### src/rtl/sobel_pkg.sv
// Shared types, mode encodings and gray conversion for the Sobel stream.
package sobel_pkg;

    typedef enum logic [1:0] {
        FILL  = 2'd0,
        RUN   = 2'd1,
        FLUSH = 2'd2
    } state_t;

    localparam logic [1:0] MODE_MAG    = 2'd0;
    localparam logic [1:0] MODE_THRESH = 2'd1;
    localparam logic [1:0] MODE_GRAY   = 2'd2;

    // Widest channel the gray helper handles; PIX_W must not exceed it.
    localparam int PIX_W_MAX  = 16;
    // Signed gradient needs PIX_W+3 bits, |gx|+|gy| needs PIX_W+4.
    localparam int GRAD_EXTRA = 3;
    localparam int MAG_EXTRA  = 4;

    // Shift-add luma approximation, saturated to pw bits.
    function automatic logic [PIX_W_MAX-1:0] rgb2gray(
        input logic [PIX_W_MAX-1:0] r,
        input logic [PIX_W_MAX-1:0] g,
        input logic [PIX_W_MAX-1:0] b,
        input int                   pw
    );
        logic [PIX_W_MAX:0] s;
        logic [PIX_W_MAX:0] lim;
        s = ({1'b0, r} >> 2) + ({1'b0, r} >> 5) + ({1'b0, g} >> 1)
          + ({1'b0, g} >> 4) + ({1'b0, b} >> 4) + ({1'b0, b} >> 5);
        lim = ((PIX_W_MAX+1)'(1) << pw) - (PIX_W_MAX+1)'(1);
        return (s > lim) ? lim[PIX_W_MAX-1:0] : s[PIX_W_MAX-1:0];
    endfunction

endpackage

### src/rtl/sobel_linebuf.sv
// Single-port line buffer: synchronous read of the old word, then write, on en.
module sobel_linebuf #(
    parameter  int DEPTH = 160,
    parameter  int W     = 8,
    localparam int AW    = $clog2(DEPTH)
) (
    input  logic          clk,
    input  logic          en,
    input  logic [AW-1:0] addr,
    input  logic [W-1:0]  wdata,
    output logic [W-1:0]  rdata
);

    logic [W-1:0] mem [DEPTH];

    // Read-before-write at the shared address; output holds while en is low.
    always_ff @(posedge clk) begin
        if (en) begin
            rdata     <= mem[addr];
            mem[addr] <= wdata;
        end
    end

endmodule

### src/rtl/sobel_stream.sv
// Streaming 3x3 Sobel edge detector with two line buffers and a one-stage output.
module sobel_stream
    import sobel_pkg::*;
#(
    parameter int IMG_W = 160,
    parameter int IMG_H = 120,
    parameter int PIX_W = 8
) (
    input  logic             clk,
    input  logic             rst_n,
    input  logic             s_valid,
    output logic             s_ready,
    input  logic [PIX_W-1:0] s_r,
    input  logic [PIX_W-1:0] s_g,
    input  logic [PIX_W-1:0] s_b,
    output logic             m_valid,
    input  logic             m_ready,
    output logic [PIX_W-1:0] m_pix,
    output logic             m_sof,
    output logic             m_eol,
    input  logic [1:0]       cfg_mode,
    input  logic [PIX_W-1:0] cfg_thresh
);

    localparam int CW = $clog2(IMG_W);
    localparam int RW = $clog2(IMG_H);
    localparam int SW = PIX_W + 2;
    localparam int GW = PIX_W + GRAD_EXTRA;
    localparam int MW = PIX_W + MAG_EXTRA;

    state_t                     state, state_nxt;
    logic [CW-1:0]              icol, ocol, ptr;
    logic [RW-1:0]              irow, orow;
    logic [1:0]                 mode_q;
    logic [PIX_W-1:0]           thr_q;
    logic                       out_free, acc, adv, emit, out_done, border;
    logic [PIX_W-1:0]           gray_in, pix_edge, pix_new;
    logic [1:0][PIX_W-1:0]      lb_wdata, lb_rdata;
    logic [2:0][1:0][PIX_W-1:0] win;   // [row][0=left,1=centre]
    logic [2:0][PIX_W-1:0]      rcol;  // right column, arrives combinationally
    logic [SW-1:0]              sx_r, sx_l, sy_b, sy_t;
    logic signed [GW-1:0]       gx, gy;
    logic [MW-1:0]              ax, ay, mag;

    assign out_free = !m_valid || m_ready;
    assign s_ready  = (state != FLUSH) && out_free;
    assign acc      = s_valid && s_ready;
    assign out_done = (orow == '0) && (ocol == '0);
    // FLUSH keeps the window moving on zero dummies until every output has left.
    assign adv      = (state == FLUSH) ? (!out_done && out_free) : acc;
    assign emit     = adv && (state != FILL);
    assign gray_in  = (state == FLUSH) ? '0
                    : PIX_W'(rgb2gray(PIX_W_MAX'(s_r), PIX_W_MAX'(s_g), PIX_W_MAX'(s_b), PIX_W));

    // lb0 holds the previous row, lb1 the row before; lb1 is fed from lb0's output.
    assign lb_wdata[0] = gray_in;
    assign lb_wdata[1] = lb_rdata[0];

    // The registered read adds one pixel of delay, so the ring walks IMG_W-1 slots.
    for (genvar i = 0; i < 2; i++) begin : g_lb
        sobel_linebuf #(.DEPTH(IMG_W), .W(PIX_W)) u_lb (
            .clk   (clk),
            .en    (adv),
            .addr  (ptr),
            .wdata (lb_wdata[i]),
            .rdata (lb_rdata[i])
        );
    end

    assign rcol[0] = lb_rdata[1];
    assign rcol[1] = lb_rdata[0];
    assign rcol[2] = gray_in;

    assign sx_r = SW'(rcol[0])   + (SW'(rcol[1])   << 1) + SW'(rcol[2]);
    assign sx_l = SW'(win[0][0]) + (SW'(win[1][0]) << 1) + SW'(win[2][0]);
    assign sy_b = SW'(win[2][0]) + (SW'(win[2][1]) << 1) + SW'(rcol[2]);
    assign sy_t = SW'(win[0][0]) + (SW'(win[0][1]) << 1) + SW'(rcol[0]);
    assign gx   = $signed(GW'(sx_r)) - $signed(GW'(sx_l));
    assign gy   = $signed(GW'(sy_b)) - $signed(GW'(sy_t));
    assign ax   = gx[GW-1] ? MW'(-gx) : MW'(gx);
    assign ay   = gy[GW-1] ? MW'(-gy) : MW'(gy);
    assign mag  = ax + ay;

    assign border   = (orow == '0) || (orow == RW'(IMG_H-1)) || (ocol == '0) || (ocol == CW'(IMG_W-1));
    assign pix_edge = border ? '0 : ((mag[MW-1:PIX_W] != '0) ? '1 : mag[PIX_W-1:0]);

    // Output pixel selection by the frame's latched mode.
    always_comb begin
        pix_new = '0;
        case (mode_q)
            MODE_MAG:    pix_new = pix_edge;
            MODE_THRESH: pix_new = (!border && (mag >= MW'(thr_q))) ? '1 : '0;
            MODE_GRAY:   pix_new = win[1][1];
            default:     pix_new = pix_edge;
        endcase
    end

    // Next-state logic for the fill / run / flush sequence.
    always_comb begin
        state_nxt = state;
        case (state)
            FILL:    if (acc && irow == RW'(1) && icol == '0) state_nxt = RUN;
            RUN:     if (acc && irow == RW'(IMG_H-1) && icol == CW'(IMG_W-1)) state_nxt = FLUSH;
            FLUSH:   if (out_done && out_free) state_nxt = FILL;
            default: state_nxt = FILL;
        endcase
    end

    // State, counters, config latch and window shift.
    always_ff @(posedge clk or negedge rst_n) begin
        if (!rst_n) begin
            state  <= FILL;
            icol   <= '0;
            irow   <= '0;
            ocol   <= '0;
            orow   <= '0;
            ptr    <= '0;
            mode_q <= '0;
            thr_q  <= '0;
            win    <= '0;
        end else begin
            state <= state_nxt;
            if (acc) begin
                if (icol == '0 && irow == '0) begin
                    mode_q <= cfg_mode;
                    thr_q  <= cfg_thresh;
                end
                icol <= (icol == CW'(IMG_W-1)) ? '0 : icol + CW'(1);
                if (icol == CW'(IMG_W-1))
                    irow <= (irow == RW'(IMG_H-1)) ? '0 : irow + RW'(1);
            end
            if (emit) begin
                ocol <= (ocol == CW'(IMG_W-1)) ? '0 : ocol + CW'(1);
                if (ocol == CW'(IMG_W-1))
                    orow <= (orow == RW'(IMG_H-1)) ? '0 : orow + RW'(1);
            end
            if (adv) begin
                ptr <= (ptr == CW'(IMG_W-2)) ? '0 : ptr + CW'(1);
                for (int r = 0; r < 3; r++) begin
                    win[r][0] <= win[r][1];
                    win[r][1] <= rcol[r];
                end
            end
        end
    end

    // Single output stage; holds its contents while downstream stalls.
    always_ff @(posedge clk or negedge rst_n) begin
        if (!rst_n) begin
            m_valid <= 1'b0;
            m_pix   <= '0;
            m_sof   <= 1'b0;
            m_eol   <= 1'b0;
        end else if (emit) begin
            m_valid <= 1'b1;
            m_pix   <= pix_new;
            m_sof   <= out_done;
            m_eol   <= (ocol == CW'(IMG_W-1));
        end else if (m_ready) begin
            m_valid <= 1'b0;
        end
    end

endmodule

### config.mk
export PLATFORM = sky130hd
export DESIGN_NAME = sobel_stream
export DESIGN_NICKNAME = d
export VERILOG_FILES = /design/src/rtl/sobel_pkg.sv /design/src/rtl/sobel_linebuf.sv /design/src/rtl/sobel_stream.sv
export SDC_FILE = /design/constraint.sdc
export NUM_CORES = 2
export LEC_CHECK = 0
export ABC_AREA = 1
export ABC_CLOCK_PERIOD_IN_PS = 8900
export CORE_MARGIN = 3
export CORE_UTILIZATION = 63
export CTS_CLUSTER_SIZE = 28
export DETAILED_ROUTE_END_ITERATION = 10
export PLACE_DENSITY = 0.76
export SYNTH_ARGS = -nofsm -noshare
export SYNTH_HDL_FRONTEND = slang
export SYNTH_SLANG_ARGS = --single-unit
### constraint.sdc
create_clock -name clk -period 8.9 [get_ports clk]
set_clock_uncertainty 0.05 [all_clocks]
set_input_delay 1.78 -clock clk [delete_from_list [all_inputs] [get_ports clk]]
set_output_delay 1.78 -clock clk [all_outputs]
set_load 0.05 [all_outputs]
==> results.sh <==
export IMPL_start_kind="input pin"
export IMPL_crit_top_cell="nand2_1"
export IMPL_slew_headroom_pct=13.9
export IMPL_syn_cell_area_sq_um=110000
export IMPL_crit_slowest_cell="fa_1"
export IMPL_multi_input_area_sq_um=27100
export IMPL_cts_buffers=281
export IMPL_setup_slack_ns=-0.153
export IMPL_synth_flop_cell="edfxtp_1"
export IMPL_initial_core_util_pct=63.5
export IMPL_synth_cells=8903
export IMPL_slowest_delay_ns=0.54
export IMPL_die_area_sq_um=180000
export IMPL_synthArstFlopShare_pct=4.06
export IMPL_cts_tree="yes"
export IMPL_critical_path_required_ns=9.63
export IMPL_drc=0
export IMPL_ys_seq_elements=2685
export IMPL_ios=50
export IMPL_syn_nets=9094
export IMPL_dpl_cell_area_sq_um=114000
export IMPL_htreeDepth=5
export IMPL_avgRoutedWirePerCell_microns=26.0
export IMPL_io_buffers=42
export IMPL_hp_class="reg -> reg"
export IMPL_synth_top_area_cell="edfxtp_1"
export IMPL_drv_slew=0
export IMPL_ctsRootBufferMaster="clkbuf_16"
export IMPL_fin_util_pct=70.9
export IMPL_seq_area_frac_synth_pct=72.5
export IMPL_maxCapViolations=0
export IMPL_worstSkewPairLatency_ns=0.92
export IMPL_drive_above_1_share_pct=10.1
export IMPL_setup_tns_ns=-1.11
export IMPL_grt_pass1_wl_mm=449
export IMPL_fmax_mhz=110
export IMPL_track_usage_pct=33.2
export IMPL_die_w_microns=425
export IMPL_num_rows=153
export IMPL_synth_top_area_share_pct=70.0
export IMPL_end_kind="register"
export IMPL_final_antenna_net_count=0
export IMPL_cts_sinks=2685
export IMPL_synth_edff_count=2576
export IMPL_regArea_sq_um=80100
export IMPL_outcome="finished with violations"
export IMPL_drt_iter0_markers=11700
export IMPL_period_minus_slack_ns=9.05
export IMPL_post_dp_hpwl_mm=167
export IMPL_grt_max_degree=209
export IMPL_place_congestion=0.950
export IMPL_num_vias=74800
export IMPL_syn2layout_area_growth_pct=11.7
export IMPL_grt_pass1_vias=71100
export IMPL_viasPerCell=6.44
export IMPL_setup_viol=8
export IMPL_nFillCells=11300
export IMPL_hold_ws_ns=0.422
export IMPL_ys_types=49
export IMPL_core_area_sq_um=174000
export IMPL_drt_wl_total_mm=301
export IMPL_clk_pin_slew_ns=0.06
export IMPL_cp_max_fo=8
export IMPL_avgSynthCellArea_sq_um=12.4
export IMPL_violations="negative setup slack"
export IMPL_finalHoldViolations=0
export IMPL_rsz0062_at_grt="true"
export IMPL_antenna_found_initial=9
export IMPL_tightest_slew_ns=1.29
export IMPL_die_y_microns=425
export IMPL_nNetsFinal=9280
export IMPL_firstDrtPassIters=7
export IMPL_clockBufferDepth=4
export IMPL_design_area_sq_um=123000
export IMPL_crit_arrival_ns=9.78
export IMPL_critPathKind="in -> reg"
export IMPL_yosys_top_cells_area="edfxtp_1 70%, o21ai_0 6.1%, nor2_1 5.7%"
export IMPL_period_share_pct=102
export IMPL_overflow=0
export IMPL_synth_warning_count=0
export IMPL_hold_buffers=0
==> kinds of logic (layout without fill, tap and decap cells) <==
kind of cell,after synthesis,after routing,share of synthesized area [%]
AND/OR/NAND/NOR,3009,3009,10.7
flip-flops,2685,2685,72.5
AO/OA/AOI/OAI,2174,2174,10.6
buffers and inverters,822,1195,3.50
adder cells (fa/ha/maj),153,153,2.25
XOR/XNOR,50,50,0.397
multiplexers,10,10,0.102
other,0,3,0
==> path summary, 6_finish.rpt <==
check | from | end | slack [ns] | cells past startpoint
worst max register to register | state[1]$_DFFE_PN0P_ | m_pix[2]$_DFFE_PN0P_ | 2.51 | 36
worst min-delay path | ocol[2]$_DFFE_PN0P_ | ocol[2]$_DFFE_PN0P_ | 0.42 | 1
worst max-delay path | s_b[7] | m_pix[4]$_DFFE_PN0P_ | -0.15 | 48
worst min register to register | ocol[2]$_DFFE_PN0P_ | ocol[2]$_DFFE_PN0P_ | 0.42 | 1
max in group asynchronous | rst_n | ptr[1]$_DFFE_PN0P_ | 6.58 | 2
min in group asynchronous | rst_n | thr_q[4]$_DFFE_PN0P_ | 0.92 | 1
==> registers in the layout, indices dropped and copies added, names as in the netlist <==
| register | cells |
|---|---|
| mode_q | 2 |
| orow | 7 |
| m_sof | 1 |
| irow | 7 |
| m_valid | 1 |
| icol | 8 |
| win | 48 |
| ptr | 8 |
| thr_q | 8 |
| m_eol | 1 |
| m_pix | 8 |
| ocol | 8 |
| g_lb.u_lb.mem | 2560 |
| state | 2 |
| g_lb.u_lb.rdata | 16 |
==> layer usage <==
metal  vias to the layer above  routed length, microns  track usage [%]
li1                      32400                       -                -
met3                       864                   39500             7.14
met1                     36200                  108000             47.0
met2                      5307                  136000             49.6
met4                         8                   17100             16.2
met5                         -                      91                0
==> synthesized netlist by cell type, types with 5 or more instances <==
master,instances
a22o_1,12
o21ai_0,1341
edfxtp_1,2576
xor2_1,37
nand3b_1,5
clkbuf_1,232
a31oi_1,6
buf_4,58
nor2_1,1690
nand2_1,1070
buf_2,192
buf_1,19
inv_1,265
fa_1,76
inv_2,11
nand4_1,106
a21oi_1,116
dfrtp_1,109
mux2_2,10
ha_1,77
nor2_2,5
xnor2_1,13
o21ai_1,147
o22ai_1,537
buf_6,41
nor3_1,24
nand3_1,92
==> critical path, delay by kind of cell <==
family	cells	cell delay [ns]
adder cells (fa/ha/maj)	11	4.28
AND/OR/NAND/NOR	18	1.58
AO/OA/AOI/OAI	7	1.00
buffers and inverters	10	0.83
XOR/XNOR	2	0.33
==> metrics by stage <==
| step | std cells | worst slack (ns) |
|---|---|---|
| final | 11600 | -0.153 |
| after global placement | 11100 | -1.87 |
| after global routing | 11600 | -0.672 |
| after floorplan | 8903 | -1.92 |
| after detailed placement | 11100 | -2.00 |
| after CTS | 11600 | -0.179 |
==> area by class of cell <==
type / count / area share (%)
antenna: 3 / 0.00609
clock buffer: 359 / 6.08
clock inverter: 111 / 0.701
inverter: 279 / 0.912
multi-input combinational: 5396 / 22.0
sequential: 2685 / 64.9
tap: 2325 / 2.36
timing repair buffer: 446 / 3.00
==> timing repair <==
| item | in CTS | in global routing |
|---|---|---|
| setup endpoints to repair | 8 | 8 |
| gates cloned | 0 | 0 |
| setup buffers | 10 | 2 |
| gates resized for setup | 123 | 41 |
| pin swaps | 46 | 34 |
==> cells in the final DEF, fill, tap and decap left out, types with 14 or more instances in the layout <==
cell	Yosys	final
a21oi_1	116	99
a21oi_2	0	16
buf_12	0	22
buf_4	58	384
clkbuf_1	232	68
clkbuf_16	0	288
clkdlybuf4s50_1	0	27
clkinv_1	2	55
clkinv_2	0	34
dfrtp_1	109	107
edfxtp_1	2576	2576
fa_1	76	70
ha_1	77	60
ha_4	0	14
inv_1	265	238
inv_2	11	26
nand2_1	1070	1046
nand2_2	1	22
nand3_1	92	86
nand4_1	106	106
nor2_1	1690	1676
nor3_1	24	18
o21ai_0	1341	1333
o21ai_1	147	151
o22ai_1	537	537
xor2_1	37	27
Power is not shown: default switching activity piles up to over one toggle a cycle in this logic, so the estimate is an artifact.
